**src/rtl/cpu_ctrl_fsm.sv**
```systemverilog
// cpu_ctrl_fsm
// Control sequencer for the register-file/ALU datapath with load/store,
// HALT and illegal-instruction trapping. Decodes {opcode,op} after a start
// pulse and walks the datapath through the steps of that instruction.
//
// Handshake: w=1 means the sequencer is idle in WAIT and will accept a start.
// A rising edge that sees s=1 while w=1 commits the instruction currently on
// {opcode,op}. The instruction register must hold those fields stable until
// w returns to 1. s is ignored whenever w=0.
//
// Parameters:
//   MEM_WAIT  read-latency cycles spent in MEM_RD (1..15)
//   HALT_EN   1: opcode 111 halts; 0: opcode 111 traps to ERR
// Ports:
//   clk, reset        clock, synchronous active-high reset
//   s                 start (sampled only in WAIT)
//   opcode, op        instruction fields
//   w                 idle / ready for the next instruction
//   nsel              one-hot register select (001 Rn, 010 Rd, 100 Rm)
//   vsel              writeback source (00 C, 01 mdata, 10 sximm8)
//   write, loada, loadb, loadc, loads, load_addr   datapath strobes
//   asel, bsel        A forced to zero / B from sximm5
//   mem_cmd           00 none, 01 read, 10 write
//   halted, err       sitting in HALT / ERR
//   dbg_state         current state encoding, for observation only
module cpu_ctrl_fsm #(
  parameter int   MEM_WAIT = 1,
  parameter logic HALT_EN  = 1'b1
) (
  input  logic       clk,
  input  logic       reset,
  input  logic       s,
  input  logic [2:0] opcode,
  input  logic [1:0] op,
  output logic       w,
  output logic [2:0] nsel,
  output logic [1:0] vsel,
  output logic       write,
  output logic       loada,
  output logic       loadb,
  output logic       loadc,
  output logic       loads,
  output logic       load_addr,
  output logic       asel,
  output logic       bsel,
  output logic [1:0] mem_cmd,
  output logic       halted,
  output logic       err,
  output logic [3:0] dbg_state
);

  localparam logic [3:0] S_WAIT    = 4'd0;
  localparam logic [3:0] S_DECODE  = 4'd1;
  localparam logic [3:0] S_MOV_IMM = 4'd2;
  localparam logic [3:0] S_GET_A   = 4'd3;
  localparam logic [3:0] S_GET_B   = 4'd4;
  localparam logic [3:0] S_EXEC    = 4'd5;
  localparam logic [3:0] S_WB      = 4'd6;
  localparam logic [3:0] S_ADDR    = 4'd7;
  localparam logic [3:0] S_LADDR   = 4'd8;
  localparam logic [3:0] S_MEM_RD  = 4'd9;
  localparam logic [3:0] S_WB_MEM  = 4'd10;
  localparam logic [3:0] S_GET_D   = 4'd11;
  localparam logic [3:0] S_STR_EX  = 4'd12;
  localparam logic [3:0] S_MEM_WR  = 4'd13;
  localparam logic [3:0] S_HALT    = 4'd14;
  localparam logic [3:0] S_ERR     = 4'd15;

  localparam logic [4:0] I_MOV_IMM = 5'b11010;
  localparam logic [4:0] I_MOV_SH  = 5'b11000;
  localparam logic [4:0] I_MVN     = 5'b10111;
  localparam logic [4:0] I_ADD     = 5'b10100;
  localparam logic [4:0] I_CMP     = 5'b10101;
  localparam logic [4:0] I_AND     = 5'b10110;
  localparam logic [4:0] I_LDR     = 5'b01100;
  localparam logic [4:0] I_STR     = 5'b10000;

  localparam logic [3:0] WAIT_INIT = 4'(MEM_WAIT - 1);

  logic [3:0] state;
  logic [3:0] state_nxt;
  logic [3:0] cnt;
  logic [4:0] ins;

  assign ins       = {opcode, op};
  assign dbg_state = state;

  always_comb begin
    state_nxt = state;
    case (state)
      S_WAIT:    if (s) state_nxt = S_DECODE;
      S_DECODE: begin
        casez (ins)
          I_MOV_IMM:                      state_nxt = S_MOV_IMM;
          I_MOV_SH, I_MVN:                state_nxt = S_GET_B;
          I_ADD, I_CMP, I_AND:            state_nxt = S_GET_A;
          I_LDR, I_STR:                   state_nxt = S_GET_A;
          5'b111??:                       state_nxt = HALT_EN ? S_HALT : S_ERR;
          default:                        state_nxt = S_ERR;
        endcase
      end
      S_MOV_IMM: state_nxt = S_WAIT;
      S_GET_A:   state_nxt = (ins == I_LDR || ins == I_STR) ? S_ADDR : S_GET_B;
      S_GET_B:   state_nxt = S_EXEC;
      S_EXEC:    state_nxt = (ins == I_CMP) ? S_WAIT : S_WB;
      S_WB:      state_nxt = S_WAIT;
      S_ADDR:    state_nxt = S_LADDR;
      // Only LDR and STR reach LADDR, so anything but LDR is a store.
      S_LADDR:   state_nxt = (ins == I_LDR) ? S_MEM_RD : S_GET_D;
      S_MEM_RD:  if (cnt == 4'd0) state_nxt = S_WB_MEM;
      S_WB_MEM:  state_nxt = S_WAIT;
      S_GET_D:   state_nxt = S_STR_EX;
      S_STR_EX:  state_nxt = S_MEM_WR;
      S_MEM_WR:  state_nxt = S_WAIT;
      S_HALT:    state_nxt = S_HALT;
      S_ERR:     state_nxt = S_ERR;
      default:   state_nxt = S_ERR;
    endcase
  end

  // The wait counter is loaded on the way into MEM_RD and counts down
  // while there; its value elsewhere is never looked at.
  always_ff @(posedge clk) begin
    if (reset) begin
      state <= S_WAIT;
      cnt   <= 4'd0;
    end else begin
      state <= state_nxt;
      if (state == S_LADDR && state_nxt == S_MEM_RD)
        cnt <= WAIT_INIT;
      else if (state == S_MEM_RD)
        cnt <= cnt - 4'd1;
    end
  end

  always_comb begin
    w         = 1'b0;
    nsel      = 3'b000;
    vsel      = 2'b00;
    write     = 1'b0;
    loada     = 1'b0;
    loadb     = 1'b0;
    loadc     = 1'b0;
    loads     = 1'b0;
    load_addr = 1'b0;
    asel      = 1'b0;
    bsel      = 1'b0;
    mem_cmd   = 2'b00;
    halted    = 1'b0;
    err       = 1'b0;
    case (state)
      S_WAIT:    w = 1'b1;
      S_MOV_IMM: begin nsel = 3'b001; vsel = 2'b10; write = 1'b1; end
      S_GET_A:   begin nsel = 3'b001; loada = 1'b1; end
      S_GET_B:   begin nsel = 3'b100; loadb = 1'b1; end
      S_EXEC: begin
        loadc = 1'b1;
        // MOV shift and MVN pass B through the ALU with A forced to zero.
        asel  = (ins == I_MOV_SH || ins == I_MVN);
        loads = (ins == I_CMP);
      end
      S_WB:      begin nsel = 3'b010; write = 1'b1; end
      S_ADDR:    begin bsel = 1'b1; loadc = 1'b1; end
      S_LADDR:   load_addr = 1'b1;
      S_MEM_RD:  mem_cmd = 2'b01;
      // Keep the read command up while mdata is written back.
      S_WB_MEM:  begin mem_cmd = 2'b01; nsel = 3'b010; vsel = 2'b01; write = 1'b1; end
      S_GET_D:   begin nsel = 3'b010; loadb = 1'b1; end
      S_STR_EX:  begin asel = 1'b1; loadc = 1'b1; end
      S_MEM_WR:  mem_cmd = 2'b10;
      S_HALT:    halted = 1'b1;
      S_ERR:     err = 1'b1;
      default:   ;
    endcase
  end

endmodule
```
**config.mk**
```make
export PLATFORM = sky130hd
export DESIGN_NAME = cpu_ctrl_fsm
export DESIGN_NICKNAME = d
export VERILOG_FILES = /design/src/rtl/cpu_ctrl_fsm.sv
export SDC_FILE = /design/constraint.sdc
export NUM_CORES = 1
export LEC_CHECK = 0
export BUFFER_PORTS_ARGS = -buffer_cell sky130_fd_sc_hd__buf_2
export CAP_MARGIN = 20
export CORE_AREA = 2 2 48 50
export CTS_CLUSTER_DIAMETER = 60
export DETAILED_ROUTE_END_ITERATION = 8
export DIE_AREA = 0 0 50 52
export GPL_ROUTABILITY_DRIVEN = 0
export PLACE_DENSITY = 0.69
export SLEW_MARGIN = 5
export SYNTH_ARGS = -nofsm -noshare
export SYNTH_HDL_FRONTEND = slang
export SYNTH_SLANG_ARGS = --single-unit
```
**constraint.sdc**
```tcl
create_clock -name clk -period 1.6 [get_ports clk]
set_clock_uncertainty 0.2 [all_clocks]
set_input_delay 0.32 -clock clk [delete_from_list [all_inputs] [get_ports clk]]
set_output_delay 0.32 -clock clk [all_outputs]
set_load 0.03 [all_outputs]
```
==> results of run 1 <==
per-layer routing:
metal | GRT usage | vias to the layer above
met1 | 0.3111 | 648
li1 | - | 620
met5 | 0 | -
met3 | 0.04310 | 29
met4 | 0.1065 | 0
met2 | 0.5285 | 115
cells in the final DEF, fill, tap and decap left out, drive strengths merged, types with 3 or more instances in the layout:
cell type	n
buf	83
nor2	19
a21oi	12
inv	9
dfxtp	8
nor3	7
nand2	7
nand2b	6
nor2b	5
clkbuf	4
o21ai	3
final timing paths:
check | start | endpoint | slack (ps)
hold / removal | s | dbg_state[0]$_SDFF_PP0_ | 100
hold reg to reg | cnt[3]$_SDFFE_PP0P_ | cnt[3]$_SDFFE_PP0P_ | 340
setup reg to reg | dbg_state[1]$_SDFF_PP0_ | dbg_state[1]$_SDFF_PP0_ | -210
setup / recovery | dbg_state[0]$_SDFF_PP0_ | asel | -240
cells by family (layout without fill, tap and decap cells):
group / Yosys count / in the layout
AO/OA/AOI/OAI: 32 / 32
XOR/XNOR: 3 / 3
adder cells (fa/ha/maj): 1 / 1
buffers and inverters: 22 / 96
flip-flops: 8 / 8
multiplexers: 2 / 2
AND/OR/NAND/NOR: 63 / 63
cells in the mapped netlist, types with 2 or more instances:
library cell	count	area, um2
buf_1	2	7.510
mux2i_1	2	20.02
nor2b_1	5	31.28
dfxtp_1	8	160.2
xor2_1	2	17.52
or4_1	2	15.01
nand2b_1	5	31.28
buf_2	7	35.03
nor2_1	19	71.32
and4bb_2	2	25.02
nor4b_1	2	17.52
a21oi_1	12	60.06
clkbuf_1	3	11.26
and3b_1	2	17.52
o21bai_1	2	15.01
inv_1	9	33.78
nor3_1	7	35.03
nand2_1	7	26.28
o21ai_0	3	15.01
area by class of cell:
class	instances	share of cell area
multi-input cells	101	0.4757
repair buffers	83	0.3825
inverters	9	0.02107
flip-flops and latches	8	0.08940
well taps	28	0.01788
clock buffers	4	0.01341
repair_timing:
action | in CTS | in global routing
setup buffers | 13 | 10
pin swaps | 15 | 13
setup endpoints to repair | 22 | 26
gates resized for setup | 63 | 27
through the flow:
step | std cells | instance area [um2] | TNS (ps) | total power, uW
6_report | 233 | 1959 | -4125 | 3453
5_1_grt | 233 | 1959 | -5547 | 3592
4_1_cts | 224 | 1793 | -2829 | 2931
3_5_place_dp | 208 | 1464 | -1064 | 2235
3_3_place_gp | 208 | 1464 | -932.0 | 2198
2_1_floorplan | 131 | 1156 | -2198 | 1754
report_power, final:
group | total (uW) | switching, uW | internal (uW)
sequential | 422 | 139 | 282
clock | 175 | 79.2 | 95.9
combinational | 2860 | 1480 | 1380
worst reg2reg max path, stage by stage, from the launching register on:
cell and delay (ps):
dfxtp_4 390, buf_12 140, nor4_4 310, buf_4 180, nor3_2 40, a22oi_1 240, o311ai_1 170
state kept, by name (all words and copies together), names as in the netlist:
name       cells
cnt            4
dbg_state      4
==> metrics.yaml, run 1 <==
topRoutingLayerUsed: "met4"
crit_chain: "nor2b_2 -> buf_6 -> nand2b_4 -> a21oi_4 -> buf_6"
routed-wl-met3_um: 364
end_kind: "output port"
cp_max_fo: 7
cts_tree: "yes"
fill_cells: 77
period_needed_ps: 1841
via_per_inst: 6.060
async_flop_share: 0
cts-root-buf: "clkbuf_4"
power_leakage_uw: 0.0008346
slew_violations: 0
finalHoldViolations: 0
synth_fp_nets: 140
met1Wirelength_um: 1717
cts_inserted_buffers: 3
ys_types: 49
crit_family: "flip-flops"
synth.area.mux_share: 0.02219
cp_slowest_cell: "dfxtp_4"
crit_path_frequent_cell: "buf_6"
drcViolationCount: 0
cp.arrival_ps: 1320
die_area_um2: 2600
synth_cells: 131
drt_wl_total_um: 4606
drv_cap: 0
synth_xor_area_frac: 0.02913
violations: "setup timing"
hold_depth: 3
detailed_place_hpwl_um: 1999
crit_cells: 5
htreeDepth: 1
dr_wl_met2_um: 2315
drive_above_1_share: 0.6780
clk_pin_slew_ps: 70
drt-wirelength-per-cell_um: 19.77
num_antenna_cells: 0
multi_input_area_um2: 932.1
die_w_um: 50
synth-compound-area-share: 0.2358
finalSetupViolCount: 27
synth.avg_cell_area_um2: 6.886
yosys.area_share.simple: 0.4119
status: "finished with violations"
final_util: 0.9305
drt_iter0_drc: 63
grt_overflow_total: 0
ioPinCount: 30
synth_top_family_by_area: "simple AND/OR/NAND/NOR gates"
grt_pass1_vias: 1199
ctsHoldBuffers: 0
slew_headroom: 0.7879
yosys.area_share.adder: 0.01387
synth_seq_cells: 8
ant_nets: 0
hold_slack_ps: 103.5
pre_cts_ws_ps: -235.3
grt_max_degree: 10
rsz0062_at_grt: "true"
grt_pass1_wl_um: 5423
hold_path_class: "in2reg"
synth_edf_count: 0
synth_area_um2: 902.1
antenna_found_initial: 0
cts_sinks: 8
slowest_delay_ps: 400
cellPowerDensity_nw_per_um2: 1762
ys.flop_type: "dfxtp_1"
fmax_mhz: 543.1
clock_path_buffers: 2
track_usage: 0.2796
ir_drop_mv: 1.857
clkLatencyLatePin_ps: 260
io_buffers: 29
worst_pin_slew_ps: 313.2
setup_ws_ps: -241.3
core-area_um2: 2106
ys_seq_area_frac: 0.1775
die_h_um: 52
fin_crit_sh: 1.151
initial_core_util: 0.4284
start_kind: "register"
path_buf_inv: 2
path_class: "reg2out"
cp_data_required_time_ps: 1080
drtPass1Iterations: 4
yosys_warnings: 0
num_rows: 17
fin_nets: 215
r2r_cells: 6
syn2layout_area_growth_pct: 117.2
seq_area_um2: 175.2
vias: 1412
Power figures use the tool's default switching activity.
==> inputs of run 2 (changes only) <==
Settings changed: ABC_CLOCK_PERIOD_IN_PS from default to 1600, SKIP_CTS_REPAIR_TIMING from default to 1.
==> run 2 against run 1 <==
Net effect: the flow still finishes with violations (setup timing); critical path depth is the same; register-to-register slack better by 60 ps; flip-flop and latch count unchanged; hold slack got worse by 5.3 ps; worst setup slack improved by 5.0 ps; core utilization fell by 2.7 points; wire length fell by 23%; clock power about the same; largest cell class unchanged; largest power group unchanged.
==> metrics.yaml, run 2 (synthesized netlist as in run 1, its figures left out) <==
status: "finished with violations"
violations: "setup timing"
fill_cells: 90  # +17%
cp_max_fo: 8  # +1
syn2layout_area_growth_pct: 110.8
min_from: "s"
cellPowerDensity_nw_per_um2: 1666  # -5.4%
drt_wl_total_um: 3546  # -23%
fin_crit_sh: 1.148  # -0.003101
p_total_uw: 3169  # -8.2%
setup_ws_ps: -236.3  # +4.961 ps
io_buffers: 29  # unchanged
layout_common_cells: "35 x buf_4, 27 x buf_6, 11 x nor2_1, 10 x buf_2"
die_area_um2: 2600  # unchanged
drtPass1Iterations: 4  # unchanged
finalSetupViolCount: 23  # -15%
cts-root-buf: "clkbuf_4"
fin_cells: 226  # -3.0%
core-area_um2: 2106  # unchanged
slew_headroom: 0.8419  # +0.05402
cp.arrival_ps: 1320  # about the same
cts_tree: "yes"
hold_path_class: "in2reg"
r2r_start: "dbg_state[2]$_SDFF_PP0_"
place_inst: 208  # unchanged
grt_overflow_total: 0  # unchanged
clock_path_buffers: 2  # unchanged
cts_inserted_buffers: 3  # unchanged
htreeDepth: 1  # unchanged
cts_sinks: 8  # unchanged
ant_nets: 0  # unchanged
clkLatencyLatePin_ps: 270  # about the same
fin_nets: 208  # -3.3%
ir_drop_mv: 1.894  # +2.0%
hold_depth: 3  # unchanged
slew_violations: 0  # unchanged
grt_pass1_wl_um: 4133  # -24%
drt_iter0_drc: 25  # -60%
num_rows: 17  # unchanged
r2r-end: "dbg_state[3]$_SDFF_PP0_"
grt_pass1_vias: 976  # -19%
die_h_um: 52  # unchanged
drcViolationCount: 0  # unchanged
start_kind: "register"
fmax_mhz: 544.6  # +0.27%
slowest_delay_ps: 420  # +20 ps
clk_pin_slew_ps: 60  # about the same
num_antenna_cells: 0  # unchanged
path_class: "reg2out"
via_per_inst: 5.633  # -7.1%
power_leakage_uw: 0.0008031  # -3.8%
vias: 1273  # -9.8%
holdPathEnd: "dbg_state[0]$_SDFF_PP0_"
antenna_found_initial: 0  # unchanged
crit_chain: "buf_6 -> nand2b_4 -> buf_6 -> a21oi_4 -> buf_6"
rsz0062_at_grt: "true"
end_kind: "output port"
ioPinCount: 30  # unchanged
r2r_slack_ps: -150  # +60 ps
worst_pin_slew_ps: 235.4  # -77.84 ps
grt_max_degree: 15  # +5
cp_data_required_time_ps: 1080  # about the same
crit_path_frequent_cell: "buf_6"
drive_above_1_share: 0.6414  # -0.03663
cp_slowest_cell: "dfxtp_4"
finalHoldViolations: 0  # unchanged
die_w_um: 50  # unchanged
track_usage: 0.2065  # -0.07309
initial_core_util: 0.4284  # unchanged
drt-wirelength-per-cell_um: 15.69  # -21%
detailed_place_hpwl_um: 1999  # unchanged
r2r_cells: 4  # -2
period_needed_ps: 1836  # -4.961 ps
drv_cap: 0  # unchanged
final_common_cell: "buf_4"
[run 2: cell types whose count changed in the layout (fill, tap and decap cells not counted), sizes merged]
cell and delta:
buf -7
[run 2: metal layers]
| layer | wire length [um] | up-vias | GRT usage | share of wire |
|---|---|---|---|---|
| met4 | 53 | 0 | 0.06944 | 0.015 |
| met2 | 1880 | 55 | 0.3509 | 0.53 |
| met5 | 0 | - | 0 | 0 |
| met3 | 167 | 10 | 0.03448 | 0.047 |
| met1 | 1445 | 600 | 0.2632 | 0.41 |
| li1 | - | 608 | - | - |
[run 2: report_power, final]
part | leakage, uW | switching, uW | total [uW] | internal [uW]
clock network | 0.0000150 | 80.5 | 177 | 96.1
logic | 0.000720 | 1320 | 2570 | 1250
registers | 0.0000679 | 137 | 420 | 282
[run 2: layout make-up]
class	instances	area (um2)	share of cell area
multi-input combinational	101	939.7	0.4941
tap	28	35.03	0.01842
inverter	9	38.79	0.02039
timing repair buffer	76	686.9	0.3612
sequential	8	175.2	0.09211
clock buffer	4	26.28	0.01382
[run 2: worst max path at each step]
stage / cells after the start / slack [ps] / endpoint / start
after CTS: 3 / -320 / w / dbg_state[1]$_SDFF_PP0_
after global routing: 5 / -280 / loadb / dbg_state[3]$_SDFF_PP0_
after detailed placement: 6 / -240 / asel / opcode[0]
after floorplan: 5 / -310 / loadb / dbg_state[2]$_SDFF_PP0_
final: 5 / -240 / mem_cmd[0] / dbg_state[3]$_SDFF_PP0_
after global placement: 6 / -200 / asel / opcode[0]
[run 2: per-stage QoR]
step / TNS (ps) / hold slack [ps] / worst slack, ps / utilization / area [um2]
6_report: -3163 / 98.16 / -236.3 / 0.9031 / 1902
5_1_grt: -4139 / 115.2 / -276.4 / 0.9031 / 1902
4_1_cts: -4517 / 93.94 / -322.0 / 0.7077 / 1490
3_5_place_dp: -1064 / 320.7 / -235.3 / 0.6952 / 1464
3_3_place_gp: -932.0 / 308.1 / -199.8 / 0.6952 / 1464
2_1_floorplan: -2198 / 258.9 / -309.6 / - / 1156
[run 2: worst max-delay path, delay by kind of cell (launching register included)]
family                 cells  cell delay [ps]
AO/OA/AOI/OAI              1              110
AND/OR/NAND/NOR            1               80
flip-flops                 1              420
buffers and inverters      3              440
==> inputs of run 3 (changes only) <==
Settings changed: ABC_AREA from default to 1, CORE_AREA 2 2 48 50 to 2 2 46 48, DIE_AREA 0 0 50 52 to 0 0 48 50, PLACE_DENSITY 0.69 to 0.67.
==> run 3 against run 2 <==
Net effect: the flow still finishes with violations (setup timing); core utilization down 14 points; synthesized cell count up 4.6%; global-route usage down 0.15 points; die area down 7.7%; clock power down 15%.
==> metrics.yaml, run 3 <==
status: "finished with violations"
violations: "setup timing"
slew_headroom: 0.8308  # -0.01109
path_buf_inv: 2  # -1
clk_pin_slew_ps: 50  # about the same
slew_violations: 0  # unchanged
ir_drop_mv: 1.085  # -43%
cp_max_fo: 7  # -1
final_common_cell: "buf_4"
ys_types: 22  # -55%
drt_iter0_drc: 19  # -24%
synth_edf_count: 0  # unchanged
ant_nets: 0  # unchanged
period_needed_ps: 1746  # -89.87 ps
die_h_um: 50  # -3.8%
synth_seq_cells: 8  # unchanged
track_usage: 0.2050  # -0.001474
detailed_place_hpwl_um: 1808  # -9.6%
grt_overflow_total: 0  # unchanged
num_rows: 16  # -1
async_flop_share: 0  # unchanged
synth.avg_cell_area_um2: 5.617  # -18%
yosys-top-cells-area: "dfxtp_1 21%, nand2_1 14%, nor2_1 13%, inv_1 11%, nor2_2 7.3%"
antenna_found_initial: 0  # unchanged
core-area_um2: 1902  # -9.7%
fin_nets: 200  # -3.8%
syn2layout_area_growth_pct: 89.59
finalHoldViolations: 0  # unchanged
worst_pin_slew_ps: 251.7  # +16.31 ps
crit_path_frequent_cell: "nor2_4"
grt_pass1_wl_um: 3670  # -11%
slowest_delay_ps: 400  # -20 ps
drt_wl_total_um: 2692  # -24%
grt_max_degree: 8  # -7
cellPowerDensity_nw_per_um2: 1790  # +7.4%
num_antenna_cells: 0  # unchanged
clock_path_buffers: 2  # unchanged
cp_slowest_cell: "dfxtp_4"
drtPass1Iterations: 4  # unchanged
fill_cells: 134  # +49%
ys_seq_area_frac: 0.2081  # +0.03060
path_class: "reg2out"
hold_path_class: "in2reg"
cts_tree: "yes"
placed_area_um2: 1144  # -22%
cp_data_required_time_ps: 1080  # about the same
drcViolationCount: 0  # unchanged
cts_sinks: 8  # unchanged
cts_inserted_buffers: 3  # unchanged
initial_core_util: 0.4046  # -0.02380
drive_above_1_share: 0.5661  # -0.07528
cp.arrival_ps: 1230  # -90 ps
drt-wirelength-per-cell_um: 12.46  # -21%
die_area_um2: 2400  # -7.7%
grt_pass1_vias: 916  # -6.1%
synth.top_cell.area_share: 0.2081  # +0.03060
start_kind: "register"
synth.top_cells.by_count: "29 x nand2_1, 26 x nor2_1, 22 x inv_1"
synth_fp_nets: 146  # +4.3%
layout_common_cells: "23 x buf_4, 22 x nand2_1, 16 x inv_1, 16 x nor2_1, 15 x buf_6"
synth_area_um2: 769.5  # -15%
design_area_um2: 1459  # -23%
fmax_mhz: 572.6  # +5.1%
fin_crit_sh: 1.092  # -0.05617
synth_cells: 137  # +4.6%
via_per_inst: 4.926  # -13%
end_kind: "output port"
final_util: 0.7671  # -0.1360
vias: 1064  # -16%
yosysTopAreaCell: "dfxtp_1"
ioPinCount: 30  # unchanged
drv_cap: 0  # unchanged
htreeDepth: 1  # unchanged
io_buffers: 29  # unchanged
crit_chain: "nor2_4 -> inv_2 -> nor2_4 -> buf_6"
die_w_um: 48  # -4.0%
yosys_warnings: 0  # unchanged
setup_ws_ps: -146.4  # +89.87 ps
cts-root-buf: "clkbuf_4"
ys.flop_type: "dfxtp_1"
finalSetupViolCount: 18  # -22%
crit_family: "flip-flops"
synth_most_common_cell: "nand2_1"
rsz0062_at_grt: "true"
clkLatencyLatePin_ps: 250  # -20 ps
power_leakage_uw: 0.0007146  # -11%
==> run 3: changes by cell type after synthesis, sizes merged, moves of 9 or more <==
cell	change
nor2	+16
a21oi	-10
inv	+16
nand2	+26
nand3	+10
buf	-9
==> run 3: area by class of cell <==
cell class,instances,area [um2],share of cell area
sequential,8,177.7,0.1218
inverter,25,103.9,0.07118
clock buffer,3,22.52,0.01544
timing repair buffer,50,404.1,0.2770
multi-input combinational,103,716.9,0.4914
tap,27,33.78,0.02316
==> run 3: where the power goes <==
group / total [uW] / leakage, uW / switching (uW) / internal, uW
Combinational: 2000 / 0.000632 / 1240 / 756
Sequential: 464 / 0.0000690 / 168 / 296
Clock: 151 / 0.0000138 / 65.8 / 85.6
==> run 3: path summary, 6_finish.rpt <==
path	start	end	slack [ps]	cells past startpoint
setup / recovery	dbg_state[0]$_SDFF_PP0_	load_addr	-150	4
setup reg to reg	dbg_state[2]$_SDFF_PP0_	cnt[1]$_SDFFE_PP0P_	20	9
hold reg to reg	cnt[0]$_SDFFE_PP0P_	cnt[0]$_SDFFE_PP0P_	410	4
hold / removal	reset	dbg_state[0]$_SDFF_PP0_	90	2
==> run 3: stage by stage <==
step           total power (uW)  hold slack, ps  cells  setup TNS (ps)  setup WS (ps)
2_1_floorplan              1478           179.4    137          -30.70         -30.70
3_3_place_gp               1828           328.6    204          -339.6         -60.68
3_5_place_dp               1848           332.1    204          -503.8         -100.2
4_1_cts                    2005           79.92    207           -3321         -250.5
5_1_grt                    2771           91.04    216           -2918         -199.4
6_report                   2612           87.11    216           -1784         -146.4
==> run 3: metal layers <==
layer / vias to the layer above / global-route usage / wire, um
li1: 539 / - / -
met1: 489 / 0.2511 / 1123
met2: 34 / 0.3578 / 1449
met3: 2 / 0.04762 / 103
met4: 0 / 0.02703 / 15
met5: - / 0 / 0
==> run 3: kinds of logic (layout without fill, tap and decap cells) <==
logic type                 after synthesis  in the layout  share of synthesized area
buffers and inverters                   26             78                     0.1284
adders and majority gates                1              1                    0.01626
AOI/OAI and AO/OA                       15             15                     0.1008
xor gates and xnor gates                 3              3                    0.03415
and+or+nand+nor                         84             84                     0.5122
DFF                                      8              8                     0.2081
